===== src/rtl/mac_pkg.sv =====
`default_nettype none
// ============================================================================
// Module   : mac_pkg
// Purpose  : Shared types and helpers for the mac_array_pipe datapath.
// Revision : 1.0
// ============================================================================
package mac_pkg;

  typedef enum logic [1:0] {
    ST_IDLE  = 2'd0,
    ST_RUN   = 2'd1,
    ST_DRAIN = 2'd2
  } state_e;

  localparam int unsigned MAX_W   = 128;
  localparam int unsigned MAX_BUS = 4096;

  // Narrowest result width that can hold a full-precision sum of all lanes.
  function automatic int min_outw(input int inw, input int lanes);
    return 2 * inw + $clog2(lanes);
  endfunction

  function automatic logic [MAX_W-1:0] lane_slice(input logic [MAX_BUS-1:0] bus,
                                                  input int unsigned idx,
                                                  input int unsigned w);
    return MAX_W'(bus >> (idx * w));
  endfunction

  function automatic logic signed [MAX_W-1:0] sat_signed(input logic signed [MAX_W-1:0] v,
                                                         input int unsigned w);
    logic signed [MAX_W-1:0] hi;
    logic signed [MAX_W-1:0] lo;
    hi = (MAX_W'(1) <<< (w - 1)) - MAX_W'(1);
    lo = -hi - MAX_W'(1);
    if (v > hi)      return hi;
    else if (v < lo) return lo;
    else             return v;
  endfunction

endpackage
`default_nettype wire


===== src/rtl/mac_add_tree.sv =====
`default_nettype none
// ============================================================================
// Module   : mac_add_tree
// Purpose  : One registered stage summing LANES signed products into OUTW bits.
// Revision : 1.0
// ============================================================================
module mac_add_tree
  import mac_pkg::*;
#(
  parameter int INW   = 16,
  parameter int OUTW  = 64,
  parameter int LANES = 4
) (
  input  logic                     clk,
  input  logic                     reset_n,
  input  logic [LANES*2*INW-1:0]   in_prod,
  input  logic                     in_valid,
  input  logic                     in_last,
  output logic signed [OUTW-1:0]   out_sum,
  output logic                     out_valid,
  output logic                     out_last
);

  localparam int PW = 2 * INW;

  logic signed [OUTW-1:0] sum_d, sum_q;
  logic                   valid_d, valid_q;
  logic                   last_d, last_q;

  always_comb begin
    sum_d = '0;
    for (int i = 0; i < LANES; i++) begin
      sum_d = sum_d + OUTW'($signed(PW'(lane_slice(MAX_BUS'(in_prod), i, PW))));
    end
    valid_d = in_valid;
    last_d  = in_valid & in_last;
  end

  always_ff @(posedge clk) begin
    if (!reset_n) begin
      sum_q   <= '0;
      valid_q <= 1'b0;
      last_q  <= 1'b0;
    end else begin
      sum_q   <= sum_d;
      valid_q <= valid_d;
      last_q  <= last_d;
    end
  end

  assign out_sum   = sum_q;
  assign out_valid = valid_q;
  assign out_last  = last_q;

endmodule
`default_nettype wire


===== src/rtl/mac_array_pipe.sv =====
`default_nettype none
// ============================================================================
// Module   : mac_array_pipe
// Purpose  : Framed multi-lane signed dot-product accumulator with valid/ready
//            result handoff. MAC_ARRAY_SATURATE_EN enables saturating
//            accumulation and the sticky sat_flag output.
// Revision : 1.0
// ============================================================================
module mac_array_pipe
  import mac_pkg::*;
#(
  parameter int INW   = 16,
  parameter int OUTW  = 64,
  parameter int LANES = 4,
  parameter int CNTW  = 16
) (
  input  logic                   clk,
  input  logic                   reset_n,
  input  logic                   start,
  input  logic [CNTW-1:0]        acc_len,
  input  logic [OUTW-1:0]        init_value,
  input  logic                   in_valid,
  output logic                   in_ready,
  input  logic [LANES*INW-1:0]   in_a,
  input  logic [LANES*INW-1:0]   in_b,
  output logic [OUTW-1:0]        out,
  output logic                   out_valid,
  input  logic                   out_ready,
  output logic                   busy
`ifdef MAC_ARRAY_SATURATE_EN
  ,
  output logic                   sat_flag
`endif
);

  localparam int PW       = 2 * INW;
  localparam int OUTW_MIN = min_outw(INW, LANES);

  generate
    if (OUTW < OUTW_MIN) begin : g_outw_bad
      $error("mac_array_pipe: OUTW too small for INW/LANES");
    end
  endgenerate

  state_e state_d, state_q;

  logic [CNTW-1:0]        len_d, len_q;
  logic [CNTW-1:0]        cnt_d, cnt_q;
  logic signed [OUTW-1:0] acc_d, acc_q;
  logic [OUTW-1:0]        out_d, out_q;
  logic                   out_valid_d, out_valid_q;

  logic signed [INW-1:0]  a_lane [LANES];
  logic signed [INW-1:0]  b_lane [LANES];
  logic signed [INW-1:0]  a_d [LANES], a_q [LANES];
  logic signed [INW-1:0]  b_d [LANES], b_q [LANES];
  logic                   i_valid_d, i_valid_q, i_last_d, i_last_q;
  logic signed [PW-1:0]   prod_d [LANES], prod_q [LANES];
  logic                   p_valid_d, p_valid_q, p_last_d, p_last_q;
  logic [LANES*PW-1:0]    prod_bus;

  logic signed [OUTW-1:0] sum;
  logic                   sum_valid, sum_last;
  logic signed [OUTW-1:0] acc_next;
  logic                   accept, beat_last, handoff;

  generate
    for (genvar i = 0; i < LANES; i++) begin : g_lane
      assign a_lane[i] = INW'(lane_slice(MAX_BUS'(in_a), i, INW));
      assign b_lane[i] = INW'(lane_slice(MAX_BUS'(in_b), i, INW));
      assign prod_bus[i*PW +: PW] = prod_q[i];
    end
  endgenerate

  assign accept    = in_valid & in_ready;
  assign beat_last = (cnt_q == len_q - CNTW'(1));
  assign handoff   = out_valid_q & out_ready;

  // ---------------- FSM: state register ----------------
  always_ff @(posedge clk) begin
    if (!reset_n) state_q <= ST_IDLE;
    else          state_q <= state_d;
  end

  // ---------------- FSM: next state ----------------
  always_comb begin
    state_d = state_q;
    unique case (state_q)
      ST_IDLE:  if (start)               state_d = ST_RUN;
      ST_RUN:   if (accept && beat_last) state_d = ST_DRAIN;
      ST_DRAIN: if (handoff)             state_d = ST_IDLE;
      default:                           state_d = ST_IDLE;
    endcase
  end

  // ---------------- FSM: outputs (registered state only, never in_valid) ----------------
  always_comb begin
    in_ready = (state_q == ST_RUN);
    busy     = (state_q != ST_IDLE);
  end

  mac_add_tree #(
    .INW   (INW),
    .OUTW  (OUTW),
    .LANES (LANES)
  ) u_add_tree (
    .clk       (clk),
    .reset_n   (reset_n),
    .in_prod   (prod_bus),
    .in_valid  (p_valid_q),
    .in_last   (p_last_q),
    .out_sum   (sum),
    .out_valid (sum_valid),
    .out_last  (sum_last)
  );

`ifdef MAC_ARRAY_SATURATE_EN
  logic signed [OUTW:0] acc_wide;
  logic                 acc_ovf;
  logic                 sat_d, sat_q;

  always_comb begin
    acc_wide = {acc_q[OUTW-1], acc_q} + {sum[OUTW-1], sum};
    acc_next = OUTW'(sat_signed(MAX_W'(acc_wide), OUTW));
    acc_ovf  = acc_wide[OUTW] ^ acc_wide[OUTW-1];
    sat_d    = sat_q;
    if (state_q == ST_IDLE && start) sat_d = 1'b0;
    else if (sum_valid && acc_ovf)   sat_d = 1'b1;
  end

  always_ff @(posedge clk) begin
    if (!reset_n) sat_q <= 1'b0;
    else          sat_q <= sat_d;
  end

  assign sat_flag = sat_q;
`else
  assign acc_next = acc_q + sum;
`endif

  // Datapath: operand capture, products, frame control and accumulation.
  always_comb begin
    len_d       = len_q;
    cnt_d       = cnt_q;
    acc_d       = acc_q;
    out_d       = out_q;
    out_valid_d = out_valid_q;
    a_d         = a_q;
    b_d         = b_q;
    i_valid_d   = accept;
    i_last_d    = accept & beat_last;
    p_valid_d   = i_valid_q;
    p_last_d    = i_last_q;

    for (int i = 0; i < LANES; i++) begin
      prod_d[i] = a_q[i] * b_q[i];
    end

    if (state_q == ST_IDLE && start) begin
      len_d = (acc_len == '0) ? CNTW'(1) : acc_len;
      acc_d = init_value;
      cnt_d = '0;
    end

    if (accept) begin
      cnt_d = cnt_q + CNTW'(1);
      a_d   = a_lane;
      b_d   = b_lane;
    end

    if (handoff) out_valid_d = 1'b0;

    if (sum_valid) begin
      acc_d = acc_next;
      if (sum_last) begin
        out_d       = acc_next;
        out_valid_d = 1'b1;
      end
    end
  end

  always_ff @(posedge clk) begin
    if (!reset_n) begin
      len_q       <= '0;
      cnt_q       <= '0;
      acc_q       <= '0;
      out_q       <= '0;
      out_valid_q <= 1'b0;
      i_valid_q   <= 1'b0;
      i_last_q    <= 1'b0;
      p_valid_q   <= 1'b0;
      p_last_q    <= 1'b0;
      for (int i = 0; i < LANES; i++) begin
        a_q[i]    <= '0;
        b_q[i]    <= '0;
        prod_q[i] <= '0;
      end
    end else begin
      len_q       <= len_d;
      cnt_q       <= cnt_d;
      acc_q       <= acc_d;
      out_q       <= out_d;
      out_valid_q <= out_valid_d;
      i_valid_q   <= i_valid_d;
      i_last_q    <= i_last_d;
      p_valid_q   <= p_valid_d;
      p_last_q    <= p_last_d;
      a_q         <= a_d;
      b_q         <= b_d;
      prod_q      <= prod_d;
    end
  end

  assign out       = out_q;
  assign out_valid = out_valid_q;

endmodule
`default_nettype wire


===== config.mk =====
export PLATFORM = sky130hd
export DESIGN_NAME = mac_array_pipe
export DESIGN_NICKNAME = d
export VERILOG_FILES = /design/src/rtl/mac_pkg.sv /design/src/rtl/mac_add_tree.sv /design/src/rtl/mac_array_pipe.sv
export SDC_FILE = /design/constraint.sdc
export NUM_CORES = 2
export LEC_CHECK = 0
export ABC_AREA = 1
export BUFFER_PORTS_ARGS = -buffer_cell sky130_fd_sc_hd__buf_2
export CAP_MARGIN = 20
export CORE_MARGIN = 2
export CORE_UTILIZATION = 59
export DETAILED_ROUTE_END_ITERATION = 8
export GPL_ROUTABILITY_DRIVEN = 0
export GPL_TIMING_DRIVEN = 0
export PLACE_DENSITY = 0.77
export RECOVER_POWER = 100
export SLEW_MARGIN = 5
export SYNTH_ARGS = -nofsm -noshare
export SYNTH_HDL_FRONTEND = slang
export SYNTH_HIERARCHICAL = 1
export SYNTH_SLANG_ARGS = --single-unit

===== constraint.sdc =====
create_clock -name clk -period 5.4 [get_ports clk]
set_input_delay 1.08 -clock clk [delete_from_list [all_inputs] [get_ports clk]]
set_output_delay 1.08 -clock clk [all_outputs]
set_load 0.05 [all_outputs]

After elaboration in Yosys (flattened, before gate mapping) --
Index checks and enable logic that the tools add are counted.
Operators by class: add/sub/neg operators 6, multiply operators 4, equality and inequality tests 6, muxes and demuxes 12, bitwise gates (word level) 4, reductions and logical operators 9
Operators by type and width (number):
- $mul A16 B16 Y32 | 4
- $mux W64 | 2
- $add A64 B32 Y64 | 1
- $add A64 B64 Y64 | 1
- $mux W16 | 3
- $add A33 B32 Y34 | 1
- $add A32 B32 Y33 | 1
- $add A16 B1 Y16 const B | 1
- $eq A16 B16 Y1 | 1
- $logic_not A16 Y1 | 1
- $sub A16 B1 Y16 const B | 1
- $mux W2 | 3
- $pmux W2 S3 | 1
- $reduce_bool A2 Y1 | 3
- $and A1 B1 Y1 | 4
- $ne A2 B2 Y1 const B | 2
- $mux W1 | 3
- $reduce_and A3 Y1 | 1
- $eq A2 B1 Y1 const B | 1
- $eq A2 B2 Y1 const B | 1
- $logic_and A1 B1 Y1 | 2
- $logic_not A2 Y1 | 1
- $ne A2 B1 Y1 const B | 1
- $reduce_and A2 Y1 | 1
Storage, ports and cells: register bits after elaboration 489, output and inout port bits 67, word-level logic and storage cells 66

Logic depth before layout (Yosys ltp) --
depth after elaboration 5, mapped depth 28, mapped depth without buffers 26

Modules after synthesis --
The synthesis kept the hierarchy.
Modules (own cells, without submodules):
- mac_array_pipe | instances 1, cells each 8452, area an instance 61928.1 sq um, seq. area each 8468.1 sq um
- mac_add_tree | instances 1, cells each 825, area an instance 5376.4 sq um, seq. area each 740.7 sq um

Worst setup path before layout --
OpenSTA, ideal clock, no wires.
path kind reg-to-reg, start reg a_q[63] (netlist name), end reg prod_q, in the netlist prod_bus[29], arrival time 5.512 ns, required time 5.287 ns, slack -0.224 ns, stages on the path, launching flop included 22, path buffers 2, cells stage by stage dfxtp_1 clkbuf_1 clkbuf_1 nand2_1 inv_1 fa_1 fa_1 fa_1 fa_1 fa_1 inv_1 fa_1 inv_1 ha_1 a21oi_1 o21ai_0 a21oi_1 nand3_1 a21oi_1 nand2_1 nand2_1 nor2_1
On the way: cells in the longest elaborated chain, start to end 1
Ends and longest elaborated chain:
- from (decl) | line mac_array_pipe.sv:55 | logic signed [INW-1:0] a_d [LANES], a_q [LANES];
- from (signal, indexed assignment) | line mac_array_pipe.sv:194 | a_q[i] <= '0;
- from (signal assigned) | line mac_array_pipe.sv:208 | a_q <= a_d;
- $mul A16 B16 Y32 | line mac_array_pipe.sv:156 | prod_d[i] = a_q[i] * b_q[i];
- to (signal assigned) | line mac_array_pipe.sv:210 | prod_q <= prod_d;
- to (decl) | line mac_array_pipe.sv:58 | logic signed [PW-1:0] prod_d [LANES], prod_q [LANES];
No other way between the ends. A chain may end at the register's enable or synchronous reset.

Worst setup path after layout --
start reg a_q[31] (netlist name), end reg prod_q, in the netlist prod_bus[92]
Same word-level chain as after synthesis.

==> summary.txt <==
Status
  – Status: finished with violations
  – Failing checks: DRC, capacitance limit, slew limit, setup timing

STA
  – Post-layout min period: between 5 and 6 ns
  – Final setup violation count: 66
  – Final WS setup: -0.480 ns
  – Hold Vio Cnt, Final: 0
  – TNS Setup: -14.69 ns
  – Max Clk Rate: 170 MHz
  – Clock Skew: 0.0413 ns
  – RSZ-0062 raised after global routing: true
  – Worst-Margin Slew: roughly 1.7 ns
  – Slew HR: -0.166
  – Slew Viols, Final: 22
  – Fin crit share: 1.09
  – Worst hold margin: between 0.4 and 0.5 ns

Placement
  – Dpl ws: -1.30 ns
  – Dpl hpwl: 171 mm
  – Post-Place Cells: 11060
  – IO Port Bufs: 279

Global routing
  – Vias in the first global route: 64390
  – Grt ovf: 0
  – Initial antenna violation count: 13
  – Pin count of the biggest net entering global routing: 25
  – GR Util All Layers: 0.382
  – First-pass GRT wire length: approximately 340 mm

Synth
  – Largest area contributor in the netlist: fa_1
  – Synth Warn #: 6
  – Syn avg cell area: between 7 and 8 µm²
  – FFs w/ async S/R, synth: 0
  – Mapped Cells: 9277
  – Netlist cell types: 57
  – Post-synth EDFFs: 0
  – Register bit total from synthesis: between 400 and 500
  – Post-Syn Area: 0.0673 mm²
  – Seq/Total Area, Yosys: 0.137
  – Top_reg_cell synth: dfxtp_1
  – Syn nets: 11031
  – Post-synth top area share: 0.331
  – Ranking of synthesized cells by area: fa_1, inv_1, dfxtp_1, nand2_1, ha_1

CTS
  – Clock-pin slew on the worst setup and hold paths: around 0.06 ns
  – TritonCTS Buffers: 52
  – Clock latency reported for the late side of the worst-skew pair: about 0.70 ns
  – Cts hold-fix bufs: 0
  – CTS root buf: clkbuf_16
  – CTS tree: yes
  – Longest Clk Path Bufs: 3
  – Clock sink count: 460
  – H-Tree Level Count: 2

Setup path
  – Critical path startpoint category: flip-flop
  – Slowest-stage cell, CP: fa_1
  – CP cell instances: clkbuf_16, nand2_1, fa_1, inv_2, fa_2, buf_12, fa_1, fa_1, fa_1, inv_1, fa_1, inv_1, ha_4, a21oi_2, o21a_1, o21a_1, o21ai_1, a21oi_2, nand2_1, nand2_1, nor2_2
  – CP Capture Type: flip-flop
  – Worst path most repeated cell: fa_1
  – CP max stage delay: 0.55 ns
  – Crit path buffers/inverters: 5
  – Cell family with most CP delay: adder cells
  – CP Class: flip-flop to flip-flop
  – Crit Path Max Fanout: 7
  – CP Data Arrival Time: 6.43 ns
  – CP required: 5.96 ns

Floorplan
  – Core area: 0.113 mm²
  – Site row count: 123
  – Die W: 342 µm
  – Chip height: 342 µm
  – Die footprint: between 0.1 and 0.15 mm²
  – Initial Utilization: 0.597
  – Io pins: 280

Layout
  – Layout cells sized above 1: 0.185
  – Most frequent cells in the layout: inv_1, nand2_1, fa_1, nor2_1, ha_1
  – Final Core Density: 0.714
  – Layout area overhead: 19.7%
  – Fin cells: 11391
  – Final nets: between 10000 and 15000
  – Fill cell count: 8100
  – Most common library cell in the layout ignoring fill and taps: inv_1

Routing
  – Vias per inst: about 5.7
  – TritonRoute pass-1 iters: 9
  – Post-DRT Antenna Nets: 0
  – Residual DRC: 2
  – Wirelength, routed: 242 mm
  – Via count: 65244
  – Routed WL per cell: 21.3 µm
  – DRT iter0 DRCs: 7865

Hold path
  – Worst min-delay path class: flip-flop to flip-flop

Power and ir drop
  – Leak pwr: 45.7 nW
  – Power Density: approximately 180 mW/mm²
  – VDD IR max: 214 µV

Job
  – Max-Cap Viols: 2
==> worst reg2reg max path, delay by kind of cell (launching register included) <==
family | cells | cell delay [ns]
buffers and inverters | 5 | 0.63
adder cells (fa/ha/maj) | 7 | 3.19
AND/OR/NAND/NOR | 4 | 0.34
flip-flops | 1 | 0.52
AO/OA/AOI/OAI | 5 | 1.07
==> power by group <==
| group | internal, mW | switching, mW | leakage [nW] |
|---|---|---|---|
| registers | 3.68 | 0.295 | 3.84 |
| clock network | 2.11 | 1.70 | 0.875 |
| logic | 2.67 | 4.42 | 41.0 |
| total | 8.47 | 6.42 | 45.7 |
==> per-layer routing <==
metal | global-route usage | up-vias | wire length (µm)
met4 | 0.298 | 16 | 25300
met1 | 0.445 | 30570 | 79400
met2 | 0.601 | 4789 | 106000
met3 | 0.101 | 1638 | 31200
met5 | 0.000408 | - | 193
li1 | - | 28231 | -
==> cell usage after synthesis, types with 5 or more instances <==
library cell / n
a22o_1: 44
buf_1: 5
nand4_1: 40
a211oi_1: 17
inv_1: 2480
nor2_1: 725
a21o_1: 21
nor4_1: 18
xnor2_1: 45
nor2_2: 20
nand3_2: 9
nand2_2: 28
buf_2: 19
o211ai_1: 10
o21a_1: 26
xor2_1: 43
a21boi_0: 7
ha_1: 427
nand3_1: 186
fa_1: 1114
clkbuf_1: 332
o21bai_1: 26
o21ai_1: 9
or2_2: 7
nand2_1: 2262
o21ai_0: 325
or2_1: 5
a21oi_1: 410
o211a_1: 5
dfxtp_1: 460
buf_4: 31
a31oi_1: 31
nor3_1: 37
nor4_2: 5
nand3b_1: 6
inv_2: 5
==> logic make-up after synthesis <==
logic type | after synthesis | synth area share
xor+xnor | 88 | 0.0115
simple gates | 3360 | 0.199
fa+ha+maj | 1541 | 0.411
flops | 460 | 0.137
compound gates | 952 | 0.0794
buf+inv | 2876 | 0.163
==> worst paths after layout <==
kind | startpoint | end | slack [ns] | cells after the start
max reg2reg | a_q[31] | prod_bus[92] | -0.48 | 21
min | p_last_q | u_add_tree/out_last | 0.42 | 2
max | a_q[31] | prod_bus[92] | -0.48 | 21
min reg2reg | p_last_q | u_add_tree/out_last | 0.42 | 2
==> layout make-up <==
class                      count  area, µm²  share of cell area
clock buffer                  65       1470              0.0183
multi-input combinational   5941      50800               0.631
clock inverter                31        345             0.00429
buffer                       275       2600              0.0322
timing repair buffer         624       4470              0.0554
sequential                   460       9630               0.119
tap                         1500       1880              0.0233
antenna                       10       25.0            0.000311
inverter                    2485       9360               0.116
==> registers in the layout, summed over array words and instances (netlist names) <==
signal                cells
b_q                      64
out                      64
cnt_q                    16
len_q                    16
u_add_tree/out_sum       35
u_add_tree/out_last       1
prod_bus                128
p_last_q                  1
p_valid_q                 1
acc_q                    64
i_last_q                  1
out_valid                 1
a_q                      64
i_valid_q                 1
u_add_tree/out_valid      1
state_q                   2
==> stage by stage <==
step,total power [mW],instance area [µm²]
3_3_place_gp,9.24,70600
6_report,14.9,80600
4_1_cts,13.9,77000
3_5_place_dp,9.38,70700
5_1_grt,15.6,80500
2_1_floorplan,7.63,67300
==> timing repair <==
action	4_1_cts	5_1_grt
cloned	4	3
resized for setup	995	700
pin swaps	191	344
endpoints found under the setup margin	91	81
buffers inserted	182	149
(Power assumes the default switching activity.)
